File: config.mk
export PLATFORM = sky130hd
export DESIGN_NAME = lcd_sched
export DESIGN_NICKNAME = d
export VERILOG_FILES = /design/src/rtl/lcd_sched.sv
export SDC_FILE = /design/constraint.sdc
export NUM_CORES = 1
export LEC_CHECK = 0
export CORE_UTILIZATION = 38
export CTS_CLUSTER_DIAMETER = 50
export CTS_CLUSTER_SIZE = 24
export DETAILED_ROUTE_END_ITERATION = 7
export PLACE_DENSITY = 0.57
export SLEW_MARGIN = 20
export SYNTH_ARGS = -nofsm -noshare
export SYNTH_HDL_FRONTEND = slang
export SYNTH_SLANG_ARGS = --single-unit
File: constraint.sdc
create_clock -name clk -period 2.9 [get_ports clk]
set_clock_uncertainty 0.2 [all_clocks]
set_input_delay 0.87 -clock clk [delete_from_list [all_inputs] [get_ports clk]]
set_output_delay 0.87 -clock clk [all_outputs]
set_load 0.02 [all_outputs]
File: src/rtl/lcd_sched.sv
// lcd_sched: power-on sequencer and two-port byte arbiter for an
// HD44780-class character LCD in 4-bit bus mode.
//
// After reset the block waits PWR_WAIT cycles and then runs the controller
// init ROM. It then accepts byte writes from two requesters, granting them
// round-robin. Each granted byte goes out as two E-strobed nibbles,
// followed by a settle wait.
//
// Handshake (valid/ready): a transfer happens on a rising clk edge where
// reqN_valid && reqN_ready. reqN_ready is combinational and is only high in
// IDLE once init is done, for the requester chosen by the arbiter. A
// requester holds valid/rs/data stable until it sees ready. Dropping valid
// before the grant has no effect.
//
// Ports:
//   clk, rst_n            system clock, async active-low reset
//   reqN_valid/rs/data    byte request (rs: 0 = command, 1 = character)
//   reqN_ready            grant for requester N
//   init_done             init sequence finished (sticky until reset)
//   busy                  high unless idle with init done
//   rs_out, enable_out,
//   data_out[3:0]         LCD RS, E, DB7..DB4
module lcd_sched #(
    parameter int EN_HIGH  = 12,
    parameter int NIB_GAP  = 12,
    parameter int CMD_WAIT = 600,
    parameter int CLR_WAIT = 24000,
    parameter int PWR_WAIT = 480000
) (
    input  logic       clk,
    input  logic       rst_n,
    input  logic       req0_valid,
    input  logic       req0_rs,
    input  logic [7:0] req0_data,
    output logic       req0_ready,
    input  logic       req1_valid,
    input  logic       req1_rs,
    input  logic [7:0] req1_data,
    output logic       req1_ready,
    output logic       init_done,
    output logic       busy,
    output logic       rs_out,
    output logic       enable_out,
    output logic [3:0] data_out
);

    localparam int MAX_A    = (PWR_WAIT > CLR_WAIT) ? PWR_WAIT : CLR_WAIT;
    localparam int MAX_B    = (CMD_WAIT > EN_HIGH) ? CMD_WAIT : EN_HIGH;
    localparam int MAX_C    = (MAX_B > NIB_GAP) ? MAX_B : NIB_GAP;
    localparam int MAX_WAIT = (MAX_A > MAX_C) ? MAX_A : MAX_C;
    localparam int CW       = $clog2(MAX_WAIT) + 1;

    // Terminal counts: a phase lasting N cycles ends when the counter is N-1.
    localparam logic [CW-1:0] PWR_LAST = CW'(PWR_WAIT - 1);
    localparam logic [CW-1:0] CLR_LAST = CW'(CLR_WAIT - 1);
    localparam logic [CW-1:0] CMD_LAST = CW'(CMD_WAIT - 1);
    localparam logic [CW-1:0] EN_LAST  = CW'(EN_HIGH - 1);
    localparam logic [CW-1:0] GAP_LAST = CW'(NIB_GAP - 1);

    typedef enum logic [3:0] {
        S_PWR,
        S_INIT,
        S_IDLE,
        S_SET_HI,
        S_EN_HI,
        S_GAP_HI,
        S_SET_LO,
        S_EN_LO,
        S_GAP_LO,
        S_WAIT
    } state_t;

    state_t        state_q, state_d;
    logic [CW-1:0] cnt_q, cnt_d;
    logic [2:0]    step_q, step_d;
    logic          last_grant_q, last_grant_d;
    logic          init_done_q, init_done_d;
    logic          hold_rs_q, hold_rs_d;
    logic [7:0]    hold_data_q, hold_data_d;
    logic          hold_nib_q, hold_nib_d;
    logic          rs_out_q, rs_out_d;
    logic [3:0]    data_out_q, data_out_d;

    logic          idle_ok;
    logic          grant0;
    logic          grant1;
    logic [CW-1:0] wait_last;
    logic [7:0]    rom_byte;

    // Init ROM. Steps 0..3 are nibble-only (the nibble sits in [7:4]);
    // steps 4..7 are full bytes.
    always_comb begin
        rom_byte = 8'h00;
        case (step_q)
            3'd0:    rom_byte = 8'h30;
            3'd1:    rom_byte = 8'h30;
            3'd2:    rom_byte = 8'h30;
            3'd3:    rom_byte = 8'h20;
            3'd4:    rom_byte = 8'h28;
            3'd5:    rom_byte = 8'h0C;
            3'd6:    rom_byte = 8'h01;
            default: rom_byte = 8'h06;
        endcase
    end

    // Only the first wake-up nibble needs the long wait. Full bytes use the
    // long wait for clear/home commands.
    always_comb begin
        wait_last = CMD_LAST;
        if (hold_nib_q) begin
            if (step_q == 3'd0) wait_last = CLR_LAST;
        end else if (!hold_rs_q && (hold_data_q == 8'h01 || hold_data_q == 8'h02)) begin
            wait_last = CLR_LAST;
        end
    end

    // Round-robin: a lone requester wins. When both are valid, the one not
    // granted last time wins.
    assign idle_ok    = (state_q == S_IDLE) && init_done_q;
    assign grant0     = req0_valid && (!req1_valid || last_grant_q);
    assign grant1     = req1_valid && (!req0_valid || !last_grant_q);
    assign req0_ready = idle_ok && grant0;
    assign req1_ready = idle_ok && grant1;

    always_comb begin
        state_d      = state_q;
        cnt_d        = cnt_q;
        step_d       = step_q;
        last_grant_d = last_grant_q;
        init_done_d  = init_done_q;
        hold_rs_d    = hold_rs_q;
        hold_data_d  = hold_data_q;
        hold_nib_d   = hold_nib_q;
        rs_out_d     = rs_out_q;
        data_out_d   = data_out_q;

        case (state_q)
            S_PWR: begin
                if (cnt_q == PWR_LAST) begin
                    cnt_d   = '0;
                    step_d  = 3'd0;
                    state_d = S_INIT;
                end else begin
                    cnt_d = cnt_q + 1'b1;
                end
            end
            S_INIT: begin
                hold_data_d = rom_byte;
                hold_rs_d   = 1'b0;
                hold_nib_d  = !step_q[2];
                state_d     = S_SET_HI;
            end
            S_IDLE: begin
                if (req0_ready && req0_valid) begin
                    hold_data_d  = req0_data;
                    hold_rs_d    = req0_rs;
                    hold_nib_d   = 1'b0;
                    last_grant_d = 1'b0;
                    state_d      = S_SET_HI;
                end else if (req1_ready && req1_valid) begin
                    hold_data_d  = req1_data;
                    hold_rs_d    = req1_rs;
                    hold_nib_d   = 1'b0;
                    last_grant_d = 1'b1;
                    state_d      = S_SET_HI;
                end
            end
            S_SET_HI: begin
                cnt_d   = '0;
                state_d = S_EN_HI;
            end
            S_EN_HI: begin
                if (cnt_q == EN_LAST) begin
                    cnt_d   = '0;
                    state_d = S_GAP_HI;
                end else begin
                    cnt_d = cnt_q + 1'b1;
                end
            end
            S_GAP_HI: begin
                if (cnt_q == GAP_LAST) begin
                    cnt_d   = '0;
                    state_d = hold_nib_q ? S_WAIT : S_SET_LO;
                end else begin
                    cnt_d = cnt_q + 1'b1;
                end
            end
            S_SET_LO: begin
                cnt_d   = '0;
                state_d = S_EN_LO;
            end
            S_EN_LO: begin
                if (cnt_q == EN_LAST) begin
                    cnt_d   = '0;
                    state_d = S_GAP_LO;
                end else begin
                    cnt_d = cnt_q + 1'b1;
                end
            end
            S_GAP_LO: begin
                if (cnt_q == GAP_LAST) begin
                    cnt_d   = '0;
                    state_d = S_WAIT;
                end else begin
                    cnt_d = cnt_q + 1'b1;
                end
            end
            S_WAIT: begin
                if (cnt_q == wait_last) begin
                    cnt_d = '0;
                    if (init_done_q) begin
                        state_d = S_IDLE;
                    end else if (step_q == 3'd7) begin
                        init_done_d = 1'b1;
                        state_d     = S_IDLE;
                    end else begin
                        step_d  = step_q + 3'd1;
                        state_d = S_INIT;
                    end
                end else begin
                    cnt_d = cnt_q + 1'b1;
                end
            end
            default: begin
                state_d = S_PWR;
                cnt_d   = '0;
            end
        endcase

        // The bus registers load on entry to a SET state, so RS/DB are valid
        // during the SET cycle and then hold until the next SET.
        if (state_d == S_SET_HI) begin
            rs_out_d   = hold_rs_d;
            data_out_d = hold_data_d[7:4];
        end else if (state_d == S_SET_LO) begin
            data_out_d = hold_data_q[3:0];
        end
    end

    always_ff @(posedge clk or negedge rst_n) begin
        if (!rst_n) begin
            state_q      <= S_PWR;
            cnt_q        <= '0;
            step_q       <= 3'd0;
            last_grant_q <= 1'b1;
            init_done_q  <= 1'b0;
            hold_rs_q    <= 1'b0;
            hold_data_q  <= 8'h00;
            hold_nib_q   <= 1'b0;
            rs_out_q     <= 1'b0;
            data_out_q   <= 4'h0;
        end else begin
            state_q      <= state_d;
            cnt_q        <= cnt_d;
            step_q       <= step_d;
            last_grant_q <= last_grant_d;
            init_done_q  <= init_done_d;
            hold_rs_q    <= hold_rs_d;
            hold_data_q  <= hold_data_d;
            hold_nib_q   <= hold_nib_d;
            rs_out_q     <= rs_out_d;
            data_out_q   <= data_out_d;
        end
    end

    // E is decoded straight from the state register so it drops with reset.
    assign enable_out = (state_q == S_EN_HI) || (state_q == S_EN_LO);
    assign busy       = !idle_ok;
    assign init_done  = init_done_q;
    assign rs_out     = rs_out_q;
    assign data_out   = data_out_q;

endmodule

; After elaboration in Yosys (flattened, before gate mapping)
; Index checks and enable logic that the tools add are counted.
[op_classes]
add_sub_neg = 2
eq_ne = 28
n_mux = 40
n_reduce_logical = 31
[op_table]
columns = operator, count
row1 = $mux W20, 4
row2 = $pmux W20 S4, 1
row3 = $mux W4, 11
row4 = $pmux W4 S10, 1
row5 = $mux W15, 2
row6 = $pmux W6 S5, 1
row7 = $add A20 B1 Y20 const B, 1
row8 = $eq A20 B19 Y1 const B, 1
row9 = $eq A20 B20 Y1, 1
row10 = $eq A20 B4 Y1 const B, 1
row11 = $eq A4 B3 Y1 const B, 5
row12 = $mux W8, 2
row13 = $pmux W8 S2, 1
row14 = $eq A3 B3 Y1 const B, 4
row15 = $eq A4 B2 Y1 const B, 3
row16 = $mux W3, 4
row17 = $eq A4 B4 Y1 const B, 2
row18 = $eq A8 B1 Y1 const B, 1
row19 = $eq A8 B2 Y1 const B, 1
row20 = $logic_and A1 B1 Y1, 8
row21 = $mux W1, 8
row22 = $ne A2 B2 Y1 const B, 4
row23 = $reduce_bool A2 Y1, 4
row24 = $eq A3 B2 Y1 const B, 2
row25 = other kinds (16), 28
[totals]
ff_bits = 44
out_inout_bits = 10
wordCells = 112

; Depth between registers and ports, before layout
[logic_depth]
depth_word = 11
ltp_mapped = 10
mapped_depth_nobuf = 8

; Least setup slack after synthesis
; No wires, ideal clock.
[synth_path]
path_type = reg2out
from = register state_q[3]
to = output req0_ready
t_arrival_ps = 2045
required_ps = 1830
path_slack_ps = -215
stages_incl_launch_ff = 6
n_path_buf = 2
cell_sequence = dfrtp_1 clkbuf_1 nor2_1 nand4b_1 a211oi_1 clkbuf_1
[synth_via]
elab_chain_len = 3
[synth_lines]
columns = item, line
row1 = "start, declared", 73  ; state_t state_q, state_d;
row2 = "start signal, assigned", 253  ; state_q <= state_d;
row3 = $eq A4 B2 Y1, 119  ; assign idle_ok = (state_q == S_IDLE) && init_done_q;
row4 = $logic_and A1 B1 Y1, 119
row5 = $logic_and A1 B1 Y1, 122  ; assign req0_ready = idle_ok && grant0;
row6 = "end, declared", 35  ; output logic req0_ready,
; No other way between the ends.

; Worst setup path in the final report
; Ends and elaborated chain as after synthesis.

==> summary.md <==
| Metric | Value |
|---|---|
| Status | complete, no violations |
| Nets | 388 |
| Internal reg-to-reg setup slack | 0.22 ns |
| Internal Power | 0.896 mW |
| Drt pass-1 iters | 5 |
| Synth-to-layout area growth | 27.3% |
| Max FO, Critical Path | 3 |
| CP Data Required Time | 1.83 ns |
| Placed Area | 0.00329 sq mm |
| Syn nets | 333 |
| Worst r2r path cells | 7 |
| DP Cell Count | 448 |
| RSZ-0062 raised after global routing | no |
| Seq/Total Area, Yosys | 40.9% |
| Synth Flop Type | dfrtp_1 |
| Layout Cell Area excl Fill | 0.00343 sq mm |
| Async SR Flop Fraction | 100% |
| Flop pwr share | 53.8% |
| Drt total wl | 7270 um |
| Worst r2r dst | cnt_q[9] |
| Clk slew on worst S/H paths | 0.08 ns |
| Post-DR vias/cell | 5.67 |
| CTS sink cnt | 44 |
| Die Ht | 86.3 um |
| 1st-iter DRT viols | 205 |
| Initial Utilization | 39.5% |
| Top-area cell type share of the netlist area | 39.9% |
| Max-slew headroom | 55.6% |
| Final slew viol count | 0 |
| Sw Pwr | 0.247 mW |
| Core ar. | 0.00683 sq mm |
| Vias in the first global route | 2472 |
| Most frequent cells in the layout | dfrtp_1 (43), nand2_1 (36), buf_4 (34), o21ai_0 (28), clkdlybuf4s50_1 (24) |
| DR vias | 2593 |
| Hold slack | 0.282 ns |
| Tightest Pin Transition | 0.666 ns |
| Final period util | 94.6% |
| EDFF count, synth | 0 |
| CTS tree | done |
| Worst ir drop on vdd | 157 uV |
| CTS Buf Count | 5 |
| Row count | 30 |
| ANT cells | 0 |
| Worst skew pair latency | 0.30 ns |
| Switching Share | 21.6% |
| CP max-delay cell | dfrtp_1 |
| H-tree depth | 2 |
| Crit path cell chain | nor2_1 -> nand4b_1 -> buf_4 -> a211oi_2 -> buf_2 |
| ANT nets after route | 0 |
| Max Cap Viol | 0 |
| Worst Path Class, Setup | flip-flop to output pin |
| Layout cells sized above 1 | 17.2% |
| First-pass GRT wire length | 12600 um |
| Post-CTS Hold Buffers | 0 |
| Crit-path max cell delay | 0.39 ns |
| Area leader, netlist | dfrtp_1 |
| Commonest non-fill, non-tap cell in the layout | dfrtp_1 |
| Pin count of the biggest net entering global routing | 29 |
| Clock power frac | 42.0% |
| Ranking of synthesized cells by area | dfrtp_1 (40%), o21ai_0 (5.4%), nand2_1 (5.0%) |
| Crit path buf inv count | 2 |
| WHS Endpoint | hold_data_q[5] |
| Reg2reg start | hold_nib_q |
| Min-delay src | hold_data_q[5] |
| Post-route DRC | 0 |
| Initial antenna violation count | 0 |
| Count of different cell masters after synthesis | 59 |
| GRT Util Overall | 21.5% |
| Setup crit end kind | output pin |
| Pwr per Cell Area | 333 mW/mm^2 |
| GP Congestion | 0.877 |
| HPWL after DPL | 5490 um |
| Die Width | 86.3 um |
| Crit start category | flip-flop |
| Flops & latches, synth | 44 |
| Mean Syn Cell Area | 8.84 sq um |
| CTS root buffer | clkbuf_8 |
| P_leak | 1.47 nW |
| Layout Cells excl Fill | 457 |
| Number of hold violations in the final report | 0 |
| Minimum clock period | 2.74 ns |
| Hold Path Class | flip-flop to flip-flop |
| Ports | 32 |
| YS warnings | 0 |
| Fmax achieved | 365 MHz |
| Input/output buffers | 31 |
| Final worst slack | 0.157 ns |
| Pre-CTS setup slack | -0.479 ns |
| Hold path cells | 1 |
| Top cell family by delay on the critical path | buffers and inverters |
| Grt total ovfl | 0 |
| # setup viols final | 0 |
| Avg WL per Cell | 15.9 um |
| CTS max path bufs | 2 |
| CP Data Arrival Time | 1.67 ns |
| Gate Count Post-Synth | 305 |
| Combinational share of power | 4.2% |
| Mapped cell area | 0.00270 sq mm |
| Die ar. | 0.00744 sq mm |
-- state kept, by name, summed over array words and instances, names as in the netlist --
| register | cells |
|---|---|
| rs_out | 1 |
| hold_nib_q | 1 |
| hold_rs_q | 1 |
| hold_data_q | 8 |
| cnt_q | 20 |
| step_q | 3 |
| init_done | 1 |
| state_q | 4 |
| data_out | 4 |
| last_grant_q | 1 |
-- layer usage --
layer	vias up	share of wire, %	routed length (um)	global-route usage, %
li1	1259	-	-	-
met1	1260	52	3760	33.4
met2	66	42	3080	31.2
met3	8	4.8	348	3.43
met4	0	1.1	83	5.15
met5	-	0	0	0
-- through the flow --
| stage | TNS, ns | power (mW) | util [%] |
|---|---|---|---|
| after floorplan | 0 | 0.630 | - |
| after CTS | 0 | 1.15 | 49.8 |
| after global routing | 0 | 1.18 | 50.3 |
| after global placement | -0.891 | 0.676 | 48.2 |
| after detailed placement | -0.899 | 0.676 | 48.2 |
| final | 0 | 1.14 | 50.3 |
-- power groups by stage --
stage	Combinational (mW)	Clock [mW]	Sequential, mW
CTS	0.0495	0.490	0.615
global route	0.0538	0.513	0.615
finish	0.0486	0.480	0.615
global placement	0.0489	0	0.627
detailed placement	0.0490	0	0.627
floorplan	0.00294	0	0.627
-- logic make-up after synthesis --
| family | share of synthesized area [%] |
|---|---|
| and+or+nand+nor | 27.4 |
| AOI/OAI and AO/OA | 21.2 |
| DFF | 40.9 |
| buffers and inverters | 4.31 |
| xor gates and xnor gates | 1.95 |
| adders and majority gates | 2.78 |
| muxes | 1.53 |
-- layout make-up --
class,instances,area (sq um)
flip-flops and latches,44,1100
multi-input cells,235,1510
fillers,685,3400
well taps,96,120
inverters,10,37.5
clock buffers,5,68.8
repair buffers,64,552
clock inverters,3,42.5
-- how the worst max path moves through the flow --
stage / from / cells past startpoint / slack, ns / to
CTS: req1_valid / 3 / 0.009 / req0_ready
finish: state_q[3] / 5 / 0.16 / req0_ready
global placement: req1_valid / 4 / -0.47 / req1_ready
detailed placement: req1_valid / 4 / -0.48 / req1_ready
floorplan: state_q[3] / 5 / 0.02 / req0_ready
global route: cnt_q[0] / 8 / 0.02 / cnt_q[7]
-- synth_stat cells, types with 3 or more instances --
cell       n
a221o_1    3
ha_1       6
inv_1     10
nand2b_1   3
or3_1      4
o31ai_1    7
and4_1     5
mux2i_1    3
nor2b_1    3
o21ai_0   29
nor3b_1    5
nor4_1     7
a222oi_1   7
dfrtp_1   43
xor2_1     5
o22ai_1    7
a21oi_1    5
nor3_1    12
or2_2      3
o21ai_1    3
clkbuf_1  11
buf_2      3
nand3_1   12
nor2_1    18
nand2_1   36
nand4_1    5
and3_1     9
-- timing repair --
| action | CTS | global route |
|---|---|---|
| endpoints found under the setup margin | 4 | 23 |
| resized for setup | 11 | 11 |
| pin swaps | 1 | 2 |
| buffers inserted | 1 | 0 |
| cloned | 0 | 0 |
No activity file was read; power rests on OpenSTA's default activity.
==> patch 1: new RTL, same flow settings <==
Set the parameter `CLR_WAIT` to 48000 (it was 24000).
--- a/src/rtl/lcd_sched.sv
+++ b/src/rtl/lcd_sched.sv
@@ -26,3 +26,3 @@
     parameter int CMD_WAIT = 600,
-    parameter int CLR_WAIT = 24000,
+    parameter int CLR_WAIT = 48000,
     parameter int PWR_WAIT = 480000
Check against the original RTL: same outputs for any inputs over 10 cycles, from zero or initial values and one cycle with rst_n low; that may be too few to reach the edited logic, so the function may still have changed.
==> patch 1 against the unedited design <==
Die area increased by 0.45%; non-clock buffer count unchanged; total power increased by 1.4%; combinational power decreased by 2%; sequential cell count unchanged; synthesized area increased by 0.46%; via count increased by 0.54%; worst setup slack got worse by 0.12 ns; final area about the same; routed wire length increased by 1.1%; sequential power about the same.
==> patch 1: results (changes against the unedited design) <==
[power_and_ir_drop]
p_int_mw = 0.901  ; +0.54%
leakage_nw = 1.59  ; +7.9%
p_sw_mw = 0.258  ; +4.4%
irDropWorstVdd_v = 0.000176  ; +12%
seqPwrFrac_pct = 53.0  ; -0.8 points
clock_power_mw = 0.497  ; +4%

[synth]
synth_area_leaders = dfrtp_1 40%, nand2_1 8.3%, nor2_1 4.4%
synth_compound_area_share_pct = 19.3  ; -1.9 points
synthTopCellsByCount = 60 x nand2_1, 43 x dfrtp_1, 32 x nor2_1
synth_xor_area_share_pct = 1.94  ; -0.0090 points
ys_seq_area_share_pct = 40.7  ; -0.19 points
synth_mux_area_share_pct = 2.40  ; +0.87 points
synth-adder-area-share_pct = 2.77  ; -0.013 points
postSynthCellCount = 326  ; +6.9%
yosys.cell_types.count = 52  ; -12%
syn-num-nets = 354  ; +6.3%
synthArstFlopShare_pct = 100  ; unchanged

[critical_path]
r2r_setup_slack_ns = 0.11  ; -0.11 ns
worstReg2RegStart = cnt_q[14]
worst_path_max_delay_cell = clkdlybuf4s50_1
r2r-end = state_q[0]
critPathArrivalTime_ns = 1.80  ; +0.13 ns
cp_slowest_stage_delay_ns = 0.44  ; +0.05 ns
reg2reg_depth = 6  ; -1

[min_path]
holdPathEnd = hold_data_q[7]
hold_depth = 1  ; unchanged
hold_start = hold_data_q[7]

[placed_design]
preCtsSetupSlack_ns = -0.434  ; +0.0454 ns
dpl-instance-area_sq_mm = 0.00330  ; +0.30%
numPlacedInstances = 470  ; +4.9%
post-dp-hpwl_mm = 5.42  ; -1.3%
gp_congestion = 0.845  ; -3.6%

[global_routing]
track_usage_pct = 21.1  ; -0.46 points
grt_max_degree = 45  ; +55%
grt_pass1_vias = 2540  ; +2.8%
grt_pass1_wl_mm = 12.4  ; -1.6%

[finish]
drive_gt1_share_pct = 13.8  ; -3.4 points
fill_cells = 694  ; +1.3%
layout.nets = 412  ; +6.2%

[detailed_routing]
dr_total_vias = 2607  ; +0.54%
drtIter0Drc = 105  ; -49%
wl_per_cell_um = 15.3  ; -4.0%
wl_mm = 7.35  ; +1.1%

[clock_network]
clock_path_buffers = 2  ; unchanged
htreeDepth = 2  ; unchanged
path_clk_slew_ns = 0.10  ; +0.02 ns

[run_status]
outcome = completed

[sta]
timing.hold.ws_ns = 0.279  ; -0.00345 ns
tightestPinTransition_ns = 0.649  ; -0.0168 ns
hold_viol_final = 0  ; unchanged

-- patch 1: cell types whose count changed after synthesis, moves of 4 or more --
cell | unedited run | this run
o22ai_1 | 7 | 12
nor3b_1 | 5 | 0
or4_1 | 1 | 6
nor2_1 | 18 | 32
nand2_1 | 36 | 60
o211ai_1 | 2 | 6
and3_1 | 9 | 2
and4_1 | 5 | 1
a222oi_1 | 7 | 2
o31ai_1 | 7 | 2
o21ai_0 | 29 | 20
inv_1 | 10 | 14
-- patch 1: layout make-up --
cell class / instances / area [sq um] / share of cell area, %
Sequential cell: 44 / 1100 / 32.1
Clock inverter: 3 / 46.3 / 1.35
Timing Repair Buffer: 64 / 549 / 16.0
Inverter: 14 / 52.6 / 1.53
Tap cell: 96 / 120 / 3.50
Multi-Input combinational cell: 255 / 1490 / 43.5
Clock buffer: 5 / 68.8 / 2.00
-- patch 1: how the worst max path moves through the flow --
stage	from	to	slack, ns	depth (start not counted)
after detailed placement	req1_valid	req0_ready	-0.43	5
after CTS	req1_valid	req0_ready	0.004	5
after floorplan	state_q[3]	req0_ready	0.06	4
after global placement	req1_valid	req0_ready	-0.40	5
final	req0_valid	req1_ready	0.03	5
after global routing	cnt_q[13]	cnt_q[3]	0.0001	7
-- patch 1: what timing repair did --
| item | CTS | global route |
|---|---|---|
| buffers inserted | 0 | 3 |
| hold buffers | 0 | 0 |
| setup endpoints to repair | 3 | 11 |
| pin swaps | 0 | 1 |
| gates resized for setup | 10 | 3 |
| hold endpoints to repair | 0 | 0 |
| gates cloned | 0 | 0 |
-- patch 1: per-layer routing --
metal | global-route usage [%] | vias up | routed length [um]
met5 | 0 | - | 0
met4 | 5.30 | 0 | 46
met3 | 2.95 | 4 | 292
met2 | 37.6 | 59 | 3650
met1 | 26.8 | 1250 | 3350
li1 | - | 1294 | -
==> patch 2: new RTL, same settings <==
Made on the original files. Encoding of `state_t`: now one-hot (10 bits for 10 states).
--- a/src/rtl/lcd_sched.sv
+++ b/src/rtl/lcd_sched.sv
@@ -59,13 +59,13 @@
 
-    typedef enum logic [3:0] {
-        S_PWR,
-        S_INIT,
-        S_IDLE,
-        S_SET_HI,
-        S_EN_HI,
-        S_GAP_HI,
-        S_SET_LO,
-        S_EN_LO,
-        S_GAP_LO,
-        S_WAIT
+    typedef enum logic [9:0] {
+        S_PWR    = 10'b0000000001,
+        S_INIT   = 10'b0000000010,
+        S_IDLE   = 10'b0000000100,
+        S_SET_HI = 10'b0000001000,
+        S_EN_HI  = 10'b0000010000,
+        S_GAP_HI = 10'b0000100000,
+        S_SET_LO = 10'b0001000000,
+        S_EN_LO  = 10'b0010000000,
+        S_GAP_LO = 10'b0100000000,
+        S_WAIT   = 10'b1000000000
     } state_t;
Behaviour: same outputs for any inputs over 10 cycles, from zero or initial values and one cycle with rst_n low; not proved beyond that.
==> patch 2 against the unedited design <==
The run now ends with setup timing left; via count rose by 12%; count of clock-buffer cells in the layout is the same; total power is 11% higher; sequential cell count grew 6; final area increased by 17%; core utilization increased by 1.3 points; routed wire length is 8.8% higher; clock power increased by 9.0%; worst setup slack got worse by 0.28 ns; synthesized area is 15% higher; highest routed layer unchanged.
==> patch 2: results (changes against the unedited design) <==
[run_status]
outcome = finished with violations
violations = setup timing

[critical_path]
worstReg2RegStart = step_q[0]
r2r-end = state_q[7]
r2r_setup_slack_ns = 0.24  ; +0.02 ns
cp_slowest_stage_delay_ns = 0.55  ; +0.16 ns
reg2reg_depth = 10  ; +3
critPathArrivalTime_ns = 1.95  ; +0.28 ns
critPathTopFamily = simple AND/OR/NAND/NOR gates
worst_path_max_delay_cell = or4_4

[power_and_ir_drop]
clock_power_mw = 0.523  ; +9.0%
irDropWorstVdd_v = 0.000161  ; +2.4%
powerDensity_mw_per_mm2 = 315  ; -5.3%
p_sw_mw = 0.279  ; +13%
powerComb_mw = 0.0482  ; -0.8%

[synth]
synthTopCellsByCount = 65 x nand2_1, 48 x dfrtp_1, 22 x nor2_1
synth_area_leaders = dfrtp_1 39%, nand2_1 7.8%, o21ai_0 3.2%
ys_seq_area_share_pct = 40.3  ; -0.54 points
syn-num-nets = 385  ; +16%
synthArstFlopShare_pct = 100  ; unchanged
yosys.cell_types.count = 61  ; +3.4%

[sta]
worst_slack_ns = -0.122  ; -0.280 ns
timing.hold.ws_ns = 0.275  ; -0.00712 ns
relSlewSlack_pct = 61.8  ; +6.2 points
finalSetupViolCount = 3  ; +3

[finish]
drive_gt1_share_pct = 21.5  ; +4.4 points
layout_top_registers = cnt_q (20), state_q (10), hold_data_q (8)
layout.nets = 459  ; +18%

[clock_network]
ctsHoldBuffers = 0  ; unchanged
insertion_delay_ns = 0.32  ; +0.02 ns
path_clk_slew_ns = 0.10  ; +0.02 ns

[placed_design]
post-dp-hpwl_mm = 6.04  ; +10%
gp_congestion = 0.860  ; -1.9%

[global_routing]
grt_use_met2_pct = 31.4  ; +0.19 points
grt_max_degree = 36  ; +24%
use_met3_pct = 3.20  ; -0.23 points
grtUsageMet1_pct = 29.5  ; -3.9 points
grt_pass1_vias = 2798  ; +13%
grt_pass1_wl_mm = 13.9  ; +10%

[min_path]
hp-class = in -> async

[detailed_routing]
dr_total_vias = 2900  ; +12%
wl_mm = 7.90  ; +8.8%
met2_length_mm = 3.64  ; +18%
wirelength_met1_mm = 3.87  ; +3.0%
drtIter0Drc = 169  ; -18%
route.met3.wl_um = 298  ; -14%

## patch 2: cell count changes after synthesis, moves of 6 or more
cell      unedited run  this run
a222oi_1             7         1
and3_1               9         3
nand2_1             36        65
o211ai_1             2         8
o21ai_0             29        20
## patch 2: worst max-delay path by stage
stage	to	depth (start not counted)	start	slack [ns]
floorplan	enable_out	4	state_q[0]	0.05
global placement	req0_ready	4	req0_valid	-0.41
detailed placement	req0_ready	4	req0_valid	-0.45
CTS	req0_ready	5	state_q[8]	-0.14
global route	req0_ready	5	state_q[8]	-0.23
finish	req0_ready	5	state_q[8]	-0.12
## patch 2: cell families (layout without fill, tap and decap cells)
logic type               count (synthesis)  in the layout  synth area share (%)
adder cells (fa/ha/maj)                  6              6                  2.41
buffers and inverters                   31            106                  5.07
AO/OA/AOI/OAI                           87             87                  19.6
XOR/XNOR                                 7              7                  1.97
multiplexers                             4              4                  1.29
flip-flops                              50             50                  40.3
AND/OR/NAND/NOR                        172            172                  29.3
## patch 2: layout make-up
class / instances / area [sq um]
multi-input combinational: 276 / 1740
timing repair buffer: 84 / 733
tap: 102 / 128
clock inverter: 3 / 47.5
clock buffer: 5 / 68.8
sequential: 50 / 1250
fill: 738 / 3780
inverter: 14 / 52.6
## patch 2: metrics by stage
stage | cells | utilization (%) | cell area [sq um] | worst slack, ns | TNS, ns
floorplan | 357 | - | 3120 | 0.0517 | 0
global placement | 523 | 49.3 | 3850 | -0.413 | -1.04
detailed placement | 523 | 49.3 | 3850 | -0.447 | -1.53
CTS | 534 | 51.4 | 4020 | -0.141 | -0.292
global route | 534 | 51.5 | 4020 | -0.228 | -0.637
finish | 534 | 51.5 | 4020 | -0.122 | -0.236
## patch 2: what timing repair did
action	in CTS	in global routing
gates resized for setup	30	2
setup endpoints to repair	17	16
pin swaps	5	0
buffers inserted	4	1
